$ cat src/rtl/ep_host_initiator_pkg.sv
// ep_host_initiator_pkg: shared definitions for the endpoint-bus host initiator.
//   - command op codes, controller states
//   - wire-in / wire-out base addresses, data width
//   - idx_w(): index width for an N-entry table (at least 1 bit)
package ep_host_initiator_pkg;

    localparam int         DW           = 32;
    localparam logic [7:0] WIREIN_BASE  = 8'h00;
    localparam logic [7:0] WIREOUT_BASE = 8'h20;

    typedef enum logic [1:0] {
        OP_WRITE      = 2'd0,
        OP_READ       = 2'd1,
        OP_UPDATE_IN  = 2'd2,
        OP_UPDATE_OUT = 2'd3
    } op_e;

    typedef enum logic [2:0] {
        S_IDLE  = 3'd0,
        S_PUSH  = 3'd1,
        S_PULL  = 3'd2,
        S_DRAIN = 3'd3,
        S_RESP  = 3'd4
    } state_e;

    function automatic int idx_w(input int n);
        return (n > 1) ? $clog2(n) : 1;
    endfunction

endpackage

$ cat src/rtl/ep_host_initiator_shadow_regfile.sv
// ep_shadow_regfile: N x 32 wire-in shadow storage with per-entry dirty bits.
//   okClk, rst_n        clock, async active-low reset (clears data and dirty)
//   wr_en/wr_idx/wr_data  staging write, sets the entry's dirty bit
//   clr_en/clr_idx      clear dirty bit of the entry being pushed
//   rd_idx/rd_data      combinational indexed read
//   dirty               dirty vector (all zero unless EP_HOST_DIRTY_ONLY_EN)
// Macro EP_HOST_DIRTY_ONLY_EN: implements the dirty bits.
module ep_shadow_regfile
    import ep_host_initiator_pkg::*;
#(
    parameter int N = 3
) (
    input  logic                   okClk,
    input  logic                   rst_n,
    input  logic                   wr_en,
    input  logic [idx_w(N)-1:0]    wr_idx,
    input  logic [DW-1:0]          wr_data,
    input  logic                   clr_en,
    input  logic [idx_w(N)-1:0]    clr_idx,
    input  logic [idx_w(N)-1:0]    rd_idx,
    output logic [DW-1:0]          rd_data,
    output logic [N-1:0]           dirty
);

    logic [DW-1:0] mem [N];

    always_ff @(posedge okClk or negedge rst_n) begin
        if (!rst_n) begin
            for (int i = 0; i < N; i++) mem[i] <= '0;
        end else if (wr_en) begin
            mem[wr_idx] <= wr_data;
        end
    end

    assign rd_data = mem[rd_idx];

`ifdef EP_HOST_DIRTY_ONLY_EN
    // Writes and pushes never coincide (commands are serialized), so order is moot.
    always_ff @(posedge okClk or negedge rst_n) begin
        if (!rst_n) begin
            dirty <= '0;
        end else begin
            if (clr_en) dirty[clr_idx] <= 1'b0;
            if (wr_en)  dirty[wr_idx]  <= 1'b1;
        end
    end
`else
    logic unused_clr;
    assign unused_clr = ^{clr_en, clr_idx};
    assign dirty      = '0;
`endif

endmodule

$ cat src/rtl/ep_host_initiator.sv
// ep_host_initiator: host-side initiator for wire-in / wire-out endpoints.
//   okClk, rst_n     clock, async active-low reset
//   cmd_*            valid/ready command port (WRITE, READ, UPDATE_IN, UPDATE_OUT)
//   rsp_*            one-cycle response pulse (READ data, range error)
//   ep_*             endpoint bus: ep_we pushes wire-ins, ep_re pulls wire-outs,
//                    ep_rdata returns one cycle after ep_re
//   busy             controller not idle
// WRITEs stage into shadow registers; UPDATE_IN commits them in one sweep.
// UPDATE_OUT snapshots every wire-out so READs see one coherent set.
// Macro EP_HOST_DIRTY_ONLY_EN: UPDATE_IN pushes only entries written since
// their last push.
module ep_host_initiator
    import ep_host_initiator_pkg::*;
#(
    parameter int N_WIRE_IN  = 3,
    parameter int N_WIRE_OUT = 2
) (
    input  logic          okClk,
    input  logic          rst_n,
    input  logic          cmd_valid,
    output logic          cmd_ready,
    input  logic [1:0]    cmd_op,
    input  logic [7:0]    cmd_addr,
    input  logic [DW-1:0] cmd_wdata,
    output logic          rsp_valid,
    output logic [DW-1:0] rsp_data,
    output logic          rsp_err,
    output logic [7:0]    ep_addr,
    output logic          ep_we,
    output logic [DW-1:0] ep_wdata,
    output logic          ep_re,
    input  logic [DW-1:0] ep_rdata,
    output logic          busy
);

    localparam int         IIW = idx_w(N_WIRE_IN);
    localparam int         OIW = idx_w(N_WIRE_OUT);
    localparam logic [7:0] NI  = 8'(N_WIRE_IN);
    localparam logic [7:0] NO  = 8'(N_WIRE_OUT);

    state_e          state;
    logic [4:0]      idx;        // current push / pull index
    logic            cap_vld;    // ep_rdata for cap_idx arrives this cycle
    logic [OIW-1:0]  cap_idx;
    logic [DW-1:0]   snap [N_WIRE_OUT];

    logic            accept;
    logic [7:0]      ro_off;
    logic            rd_ok;
    logic [DW-1:0]   sh_rd;
    logic [N_WIRE_IN-1:0] dirty, push_mask;
    logic [5:0]      start;
    logic            nxt_found;
    logic [4:0]      nxt_idx;
    logic            push_fire;

    assign accept = cmd_valid && cmd_ready;
    // Addresses below the wire-out base wrap to large offsets and fail the check.
    assign ro_off = cmd_addr - WIREOUT_BASE;
    assign rd_ok  = ro_off < NO;

`ifdef EP_HOST_DIRTY_ONLY_EN
    assign push_mask = dirty;
`else
    logic unused_dirty;
    assign unused_dirty = ^dirty;
    assign push_mask    = '1;
`endif

    // Next wire-in to push: lowest eligible index at or above start.
    assign start = (state == S_IDLE) ? 6'd0 : ({1'b0, idx} + 6'd1);

    always_comb begin
        nxt_found = 1'b0;
        nxt_idx   = '0;
        for (int i = N_WIRE_IN - 1; i >= 0; i--) begin
            if (i >= int'(start) && push_mask[i]) begin
                nxt_found = 1'b1;
                nxt_idx   = 5'(i);
            end
        end
    end

    assign push_fire = nxt_found &&
                       ((accept && op_e'(cmd_op) == OP_UPDATE_IN) || state == S_PUSH);

    ep_shadow_regfile #(.N(N_WIRE_IN)) u_shadow (
        .okClk   (okClk),
        .rst_n   (rst_n),
        .wr_en   (accept && op_e'(cmd_op) == OP_WRITE && cmd_addr < NI),
        .wr_idx  (cmd_addr[IIW-1:0]),
        .wr_data (cmd_wdata),
        .clr_en  (push_fire),
        .clr_idx (nxt_idx[IIW-1:0]),
        .rd_idx  (nxt_idx[IIW-1:0]),
        .rd_data (sh_rd),
        .dirty   (dirty)
    );

    always_ff @(posedge okClk or negedge rst_n) begin
        if (!rst_n) begin
            state     <= S_IDLE;
            cmd_ready <= 1'b1;
            busy      <= 1'b0;
            rsp_valid <= 1'b0;
            rsp_data  <= '0;
            rsp_err   <= 1'b0;
            ep_addr   <= '0;
            ep_we     <= 1'b0;
            ep_wdata  <= '0;
            ep_re     <= 1'b0;
            idx       <= '0;
            cap_vld   <= 1'b0;
            cap_idx   <= '0;
            for (int j = 0; j < N_WIRE_OUT; j++) snap[j] <= '0;
        end else begin
            // Bus and response outputs are single-cycle unless re-asserted below.
            ep_we     <= 1'b0;
            ep_re     <= 1'b0;
            ep_addr   <= '0;
            ep_wdata  <= '0;
            rsp_valid <= 1'b0;
            rsp_data  <= '0;
            rsp_err   <= 1'b0;
            cap_vld   <= 1'b0;
            if (cap_vld) snap[cap_idx] <= ep_rdata;

            case (state)
                S_IDLE: if (accept) begin
                    cmd_ready <= 1'b0;
                    busy      <= 1'b1;
                    case (op_e'(cmd_op))
                        OP_WRITE: begin
                            state     <= S_RESP;
                            rsp_valid <= 1'b1;
                            rsp_err   <= !(cmd_addr < NI);
                        end
                        OP_READ: begin
                            state     <= S_RESP;
                            rsp_valid <= 1'b1;
                            if (rd_ok) rsp_data <= snap[ro_off[OIW-1:0]];
                            else       rsp_err  <= 1'b1;
                        end
                        OP_UPDATE_IN: begin
                            if (nxt_found) begin
                                state    <= S_PUSH;
                                idx      <= nxt_idx;
                                ep_we    <= 1'b1;
                                ep_addr  <= WIREIN_BASE + 8'(nxt_idx);
                                ep_wdata <= sh_rd;
                            end else begin
                                state     <= S_RESP;
                                rsp_valid <= 1'b1;
                            end
                        end
                        default: begin
                            state   <= S_PULL;
                            idx     <= '0;
                            ep_re   <= 1'b1;
                            ep_addr <= WIREOUT_BASE;
                        end
                    endcase
                end
                S_PUSH: begin
                    if (nxt_found) begin
                        idx      <= nxt_idx;
                        ep_we    <= 1'b1;
                        ep_addr  <= WIREIN_BASE + 8'(nxt_idx);
                        ep_wdata <= sh_rd;
                    end else begin
                        state     <= S_RESP;
                        rsp_valid <= 1'b1;
                    end
                end
                S_PULL: begin
                    // Strobe for idx is on the bus now; its data lands next cycle.
                    cap_vld <= 1'b1;
                    cap_idx <= idx[OIW-1:0];
                    if (8'(idx) + 8'd1 < NO) begin
                        idx     <= idx + 5'd1;
                        ep_re   <= 1'b1;
                        ep_addr <= WIREOUT_BASE + 8'(idx) + 8'd1;
                    end else begin
                        state <= S_DRAIN;
                    end
                end
                S_DRAIN: begin
                    state     <= S_RESP;
                    rsp_valid <= 1'b1;
                end
                default: begin
                    state     <= S_IDLE;
                    cmd_ready <= 1'b1;
                    busy      <= 1'b0;
                end
            endcase
        end
    end

endmodule

$ cat config.mk
export PLATFORM = sky130hd
export DESIGN_NAME = ep_host_initiator
export DESIGN_NICKNAME = d
export VERILOG_FILES = /design/src/rtl/ep_host_initiator_pkg.sv /design/src/rtl/ep_host_initiator_shadow_regfile.sv /design/src/rtl/ep_host_initiator.sv
export SDC_FILE = /design/constraint.sdc
export NUM_CORES = 1
export LEC_CHECK = 0
export BUFFER_PORTS_ARGS = -buffer_cell sky130_fd_sc_hd__buf_2
export CORE_MARGIN = 4
export CORE_UTILIZATION = 50
export DETAILED_ROUTE_END_ITERATION = 10
export PLACE_DENSITY = 0.72
export SLEW_MARGIN = 20
export SYNTH_ARGS = -nofsm -noshare
export SYNTH_HDL_FRONTEND = slang
export SYNTH_SLANG_ARGS = --single-unit
$ cat constraint.sdc
create_clock -name okClk -period 2.95 [get_ports okClk]
set_input_delay 0.1475 -clock okClk [delete_from_list [all_inputs] [get_ports okClk]]
set_output_delay 0.1475 -clock okClk [all_outputs]
set_load 0.005 [all_outputs]
### After elaboration in Yosys (flattened, before gate mapping)

Cells that the tools add are included.

* output and inout port bits: 78
* input port bits: 77
* flip-flop bits (word level): 248
* logic and storage cells: 130

* equal/unequal tests: 10
* multiplexer cells: 64
* bitwise operators: 5
* $lt $le $gt $ge: 12
* add/subtract/negate cells: 6
* reduce and logical (&&, ||, !) cells: 15

Operators by type and width (number)
* $mux 32: 14
* $bwmux 96: 1
* $bmux 32 s2: 1
* $bwmux 64: 1
* $demux 32 s2: 1
* $pmux 32 s2: 1
* $demux 32 s1: 1
* $pmux 8 s3: 1
* $mux 5: 4
* $mux 1: 17
* $lt 8x2->1 const B: 2
* $pmux 5 s3: 1
* $add 5x1->6 const B: 2
* $ge 1x6->1 const A: 2
* $mux 3: 4
* $mux 6: 2
* $pmux 1 s2: 6
* $pmux 3 s4: 1
* $pmux 6 s2: 1
* $ne 2x2->1 const B: 5
* $pmux 5 s2: 1
* $add 7x1->8 const B: 1
* $mux 8: 1
* $sub 8x6->8 const B: 1
* other kinds (28): 40

### Depth between registers and ports, before layout

* depth after elaboration: 14
* depth in mapped cells: 8
* gate-level depth less buffers: 6

### Cells and area by module

Synthesis repeated with hierarchy kept, for this count alone.

* cell total of the unflattened synthesis: 701
* area, all modules: 10176.0 µm²

By module, submodules not included
* ep_host_initiator: seq. area each 3779.9 µm², area each 5861.9 µm², instances 1, cells an instance 416
* ep_shadow_regfile: seq. area each 2402.3 µm², area each 4314.1 µm², instances 1, cells an instance 285

### Worst setup path after synthesis

Ideal clock, no wire load.

* kind: flip-flop to flip-flop
* from: register cmd_ready
* to: register u_shadow.mem[10] (netlist name)
* required time: 2.825 ns
* clock period less this slack: 1.861 ns
* library setup time: 0.125 ns
* cell stages (with the launch flop): 6
* buffers on the path: 1
* path slack: 1.089 ns
* data arrival time: 1.736 ns
* cell sequence: dfstp_2 -> and3b_1 -> nand3_2 -> nor3b_4 -> buf_6 -> mux2_2

* cells in the longest elaborated chain, start to end: 3

Ends and longest elaborated chain
* from (decl): line ep_host_initiator.sv:21 `output logic cmd_ready,`
* from (signal assigned): line ep_host_initiator.sv:103 `cmd_ready <= 1'b1;`
* from (signal assigned): line ep_host_initiator.sv:130 `cmd_ready <= 1'b0;`
* from (signal assigned): line ep_host_initiator.sv:193 `cmd_ready <= 1'b1;`
* $logic_and 1x1->1: line ep_host_initiator.sv:57 `assign accept = cmd_valid && cmd_ready;`
* $logic_and 1x1->1 (2 in a row): line ep_host_initiator.sv:90 `.wr_en (accept && op_e'(cmd_op) == OP_WRITE && cmd_addr < NI),`
* to (signal, indexed assignment): line ep_host_initiator_shadow_regfile.sv:31 `mem[wr_idx] <= wr_data;`
* to (decl): line ep_host_initiator_shadow_regfile.sv:25 `logic [DW-1:0] mem [N];`

Every way passes these cells.
A chain may end at the register's enable or synchronous reset.

### Worst setup path after layout

* from: register idx[0]
* to: register ep_wdata[29]

* cells in the longest elaborated chain, start to end: 14
* elaborated cells between the ends (all ways): 19
* classes of those cells: add/sub: 1; order compare: 3; mux: 14; bitwise: 1

Ends and longest elaborated chain
* from (decl): line ep_host_initiator.sv:42 `logic [4:0] idx;`
* from (signal assigned): line ep_host_initiator.sv:147 `idx <= nxt_idx;`
* from (signal assigned): line ep_host_initiator.sv:166 `idx <= nxt_idx;`
* from (signal assigned): line ep_host_initiator.sv:180 `idx <= idx + 5'd1;`
* $add 5x1->6 (*): line ep_host_initiator.sv:71 `assign start = (state == S_IDLE) ? 6'd0 : ({1'b0, idx} + 6'd1);`
* $mux 6 (*): line ep_host_initiator.sv:71
* $ge 2x6->1: line ep_host_initiator.sv:77 `if (i >= int'(start) && push_mask[i]) begin`
* $mux 2 (3 in a row): line ep_host_initiator.sv:77
* $not 2->3 (not written as such): line ep_host_initiator_shadow_regfile.sv:35 `assign rd_data = mem[rd_idx];`
* $bmux 32 s2: line ep_host_initiator_shadow_regfile.sv:35
* $mux 32 (not written as such) (2 in a row): line ep_host_initiator_shadow_regfile.sv:35
* $mux 32 (*): line ep_host_initiator.sv:145, ep_host_initiator.sv:165
* $mux 32: line ep_host_initiator.sv:132 `case (op_e'(cmd_op))`
* $mux 32: line ep_host_initiator.sv:129 `S_IDLE: if (accept) begin`
* $pmux 32 s2 (*): line ep_host_initiator.sv:128 `case (state)`
* to (signal assigned): line ep_host_initiator.sv:150 `ep_wdata <= sh_rd;`
* to (signal assigned): line ep_host_initiator.sv:169 `ep_wdata <= sh_rd;`
* to (decl): line ep_host_initiator.sv:30 `output logic [DW-1:0] ep_wdata,`

Every way passes the cells marked *; elsewhere a longest branch is shown, timed or not. The select of a mux whose other input is x is not followed.

==> results.sh <==
export IMPL_synthArstFlopShare=1.000
export IMPL_fmax_ghz=0.4275
export IMPL_post_cts_buffers=0
export IMPL_cp_num_buf_inv=1
export IMPL_met1_usage=0.2586
export IMPL_synth_edf_count=0
export IMPL_min_delay_start="cmd_addr[2]"
export IMPL_drt_first_iter_violations=275
export IMPL_critPathKind="register to register"
export IMPL_instances_no_fill=1218
export IMPL_die_w_um=148.4
export IMPL_crit_slowest_cell="dfrtp_1"
export IMPL_setup_viol=0
export IMPL_grt_pass1_wl_mm=34.56
export IMPL_irDropWorstVdd_v=0.0005364
export IMPL_r2r_start="idx[0]$_DFFE_PN0P_"
export IMPL_fin_crit_sh=0.7929
export IMPL_syn_area_per_cell_um2=13.95
export IMPL_syn_to_final_growth_pct=25.86
export IMPL_critPathLaunch="idx[0]$_DFFE_PN0P_"
export IMPL_final_nets=1013
export IMPL_yosysWarnings=0
export IMPL_drtPass1Iterations=6
export IMPL_vias=6327
export IMPL_end_kind="register"
export IMPL_portBuffers=153
export IMPL_grt_max_degree=107
export IMPL_reg2regPathDepth=6
export IMPL_wl_per_cell_um=16.83
export IMPL_crit_fanout=29
export IMPL_ctsResizeCount=0
export IMPL_r2r_end="ep_wdata[29]$_DFF_PN0_"
export IMPL_clkTransAtPathRegs_ns=0.06
export IMPL_dpl_cell_area_um2=10910
export IMPL_p_per_area_nw_per_um2=835.0
export IMPL_slew_violations=0
export IMPL_crit_path_max_incr_delay_ns=0.50
export IMPL_crit_family="simple AND/OR/NAND/NOR gates"
export IMPL_grt_overflow=0
export IMPL_crit_path_cell_trace="ha_1, nor4_1, o221ai_2, o21ai_2, buf_4, nor3b_1"
export IMPL_clk_latency_ns=0.51
export IMPL_yosysSeqAreaShare=0.6276
export IMPL_p_leak_nw=6.283
export IMPL_cts_tree="done"
export IMPL_synth_area_um2=9851
export IMPL_drive_above_1_share=0.3956
export IMPL_ant_nets=0
export IMPL_yosysUniqueCellTypes=49
export IMPL_dieHeight_um=148.4
export IMPL_netlist_instances=706
export IMPL_crit_arrival_ns=2.74
export IMPL_maxCapViolCount=0
export IMPL_final_area_um2=12400
export IMPL_top_usage_layer="met2"
export IMPL_cts_root_buf="clkbuf_16"
export IMPL_max_slew_margin=0.4555
export IMPL_hold_path_class="input port to register"
export IMPL_min_path_cells=4
export IMPL_drc=0
export IMPL_rsz0062_at_grt="no"
export IMPL_viasPerCell=5.195
export IMPL_fp_coreArea_um2=19400
export IMPL_gr_usage_met2=0.3238
export IMPL_startpoint_type="register"
export IMPL_status="finished clean"
export IMPL_grt_antenna_before_repair=0
export IMPL_grt_usage=0.1916
export IMPL_use_met3=0.04174
export IMPL_antenna_cells=0
export IMPL_dpl_hpwl_mm=12.33
export IMPL_hold_violations=0
export IMPL_dp_cells=1105
export IMPL_die_area_um2=22010
export IMPL_hold_end="rsp_err$_DFF_PN0_"
export IMPL_ys_ff_latch=247
export IMPL_cts_buffers=25
export IMPL_clock_skew_ns=0.01247
export IMPL_htree_num_levels=1
export IMPL_crit_required_ns=3.35
export IMPL_wirelength_mm=20.50
export IMPL_ios=155
export IMPL_period_needed_ns=2.339
export IMPL_first_global_vias=6845
export IMPL_num_rows=51
export IMPL_cts_buffer_depth=3
export IMPL_initial_core_util=0.5078
export IMPL_fin_setup_tns_ns=0
export IMPL_reg2reg_setup_slack_ns=0.61
export IMPL_gp_congestion=0.8882
export IMPL_yosys_most_used_dff="dfrtp_1"
export IMPL_worstMarginPinSlew_ns=0.8167
export IMPL_cts_sinks=247
[repair_timing]
item | 4_1_cts | 5_1_grt
endpoints found under the setup margin | 0 | 0
hold buffers | 67 | 0
hold endpoints to repair | 266 | 0
[layer usage]
layer / vias to the layer above / part of all wire
li1: 2950 / -
met1: 3181 / 0.43
met2: 166 / 0.49
met3: 30 / 0.059
met4: 0 / 0.019
met5: - / 0
[placed cells by master, fill, tap and decap left out, drive strengths merged, types with 3 or more instances in the layout]
cell type	Yosys	routed
dfrtp	246	246
buf	28	170
mux2	160	160
nor2	71	71
dlygate4sd3	0	67
clkbuf	12	39
mux2i	32	32
o22ai	32	32
nor3b	30	30
nand2	18	18
a21oi	10	10
o21ai	8	8
inv	5	6
conb	1	5
and2	4	4
nand4	4	4
clkinv	0	4
nor3	4	4
nor4	4	4
nor2b	4	4
o21bai	3	3
o221a	3	3
nand2b	3	3
a21boi	3	3
[per-stage QoR]
stage | utilization | setup WS, ns | power [mW] | hold WS, ns
2_1_floorplan | - | 1.089 | 6.367 | -0.1481
4_1_cts | 0.6391 | 0.6051 | 10.45 | 0.006006
3_5_place_dp | 0.5624 | 0.6202 | 7.241 | 0.2660
3_3_place_gp | 0.5624 | 0.7347 | 7.164 | 0.2584
5_1_grt | 0.6391 | 0.3804 | 11.02 | 0.03755
6_report | 0.6391 | 0.6109 | 10.35 | 0.02336
[cell type report]
type	count	area, um2
Tap cell	265	331.6
Sequential cell	247	6182
Timing Repair Buffer	237	1612
Multi-Input combinational cell	418	3437
Inverter	5	18.77
Clock buffer	39	728.2
Fill cell	1516	7000
Clock inverter	7	88.84
[registers in the layout (all words and copies together), names as in the netlist]
signal	cells
busy	1
cap_idx	1
cap_vld	1
cmd_ready	1
ep_addr	7
ep_re	1
ep_wdata	32
ep_we	1
idx	5
rsp_data	32
rsp_err	1
rsp_valid	1
snap	64
state	3
u_shadow.mem	96
[report_power, final]
group          internal [mW]  total [mW]  switching, mW  leakage, nW
clock                   1.87        3.10           1.23        0.403
combinational           1.35        2.78           1.43         2.60
sequential              4.09        4.48          0.388         3.28
[kinds of logic after synthesis]
logic type               Yosys count  share of synthesized area
flip-flops                       247                     0.6276
AO/OA/AOI/OAI                     69                    0.04738
buffers and inverters             45                    0.02578
XOR/XNOR                           1                  0.0008893
AND/OR/NAND/NOR                  149                    0.08002
other                              1                  0.0003807
adder cells (fa/ha/maj)            2                   0.002540
multiplexers                     192                     0.2154
[synthesized netlist by cell type (all sizes together) (2+ instances only)]
cell	count	area, um2
and3b	2	17.52
o21a	2	15.01
o21ai	8	43.79
nand2	18	70.07
nor2	71	266.5
a31oi	2	12.51
and3	2	12.51
nand3	2	15.01
nor3	4	31.28
mux2i	32	320.3
inv	5	18.77
a21boi	3	22.52
nor3b	30	241.5
nor4	4	31.28
and2	4	25.02
nor2b	4	25.02
nand4	4	25.02
buf	28	190.2
a21oi	10	57.56
mux2	160	1802
o21bai	3	22.52
clkbuf	12	45.04
dfrtp	246	6156
o22ai	32	200.2
o221a	3	33.78
ha	2	25.02
nand2b	3	18.77
[worst reg2reg max path: stages (launching register included)]
cell      delay, ns
dfrtp_1        0.50
ha_1           0.30
nor4_1         0.43
o221ai_2       0.23
o21ai_2        0.18
buf_4          0.30
nor3b_1        0.29
[worst max-delay path by stage]
stage | to | slack, ns | cells after the start
2_1_floorplan | u_shadow.mem[10]$_DFFE_PN0P_ | 1.09 | 5
3_3_place_gp | ep_wdata[25]$_DFF_PN0_ | 0.73 | 6
3_5_place_dp | ep_wdata[29]$_DFF_PN0_ | 0.62 | 6
4_1_cts | ep_wdata[29]$_DFF_PN0_ | 0.61 | 6
5_1_grt | ep_wdata[29]$_DFF_PN0_ | 0.38 | 6
6_report | ep_wdata[29]$_DFF_PN0_ | 0.61 | 6
Power figures use the tool's default switching activity.
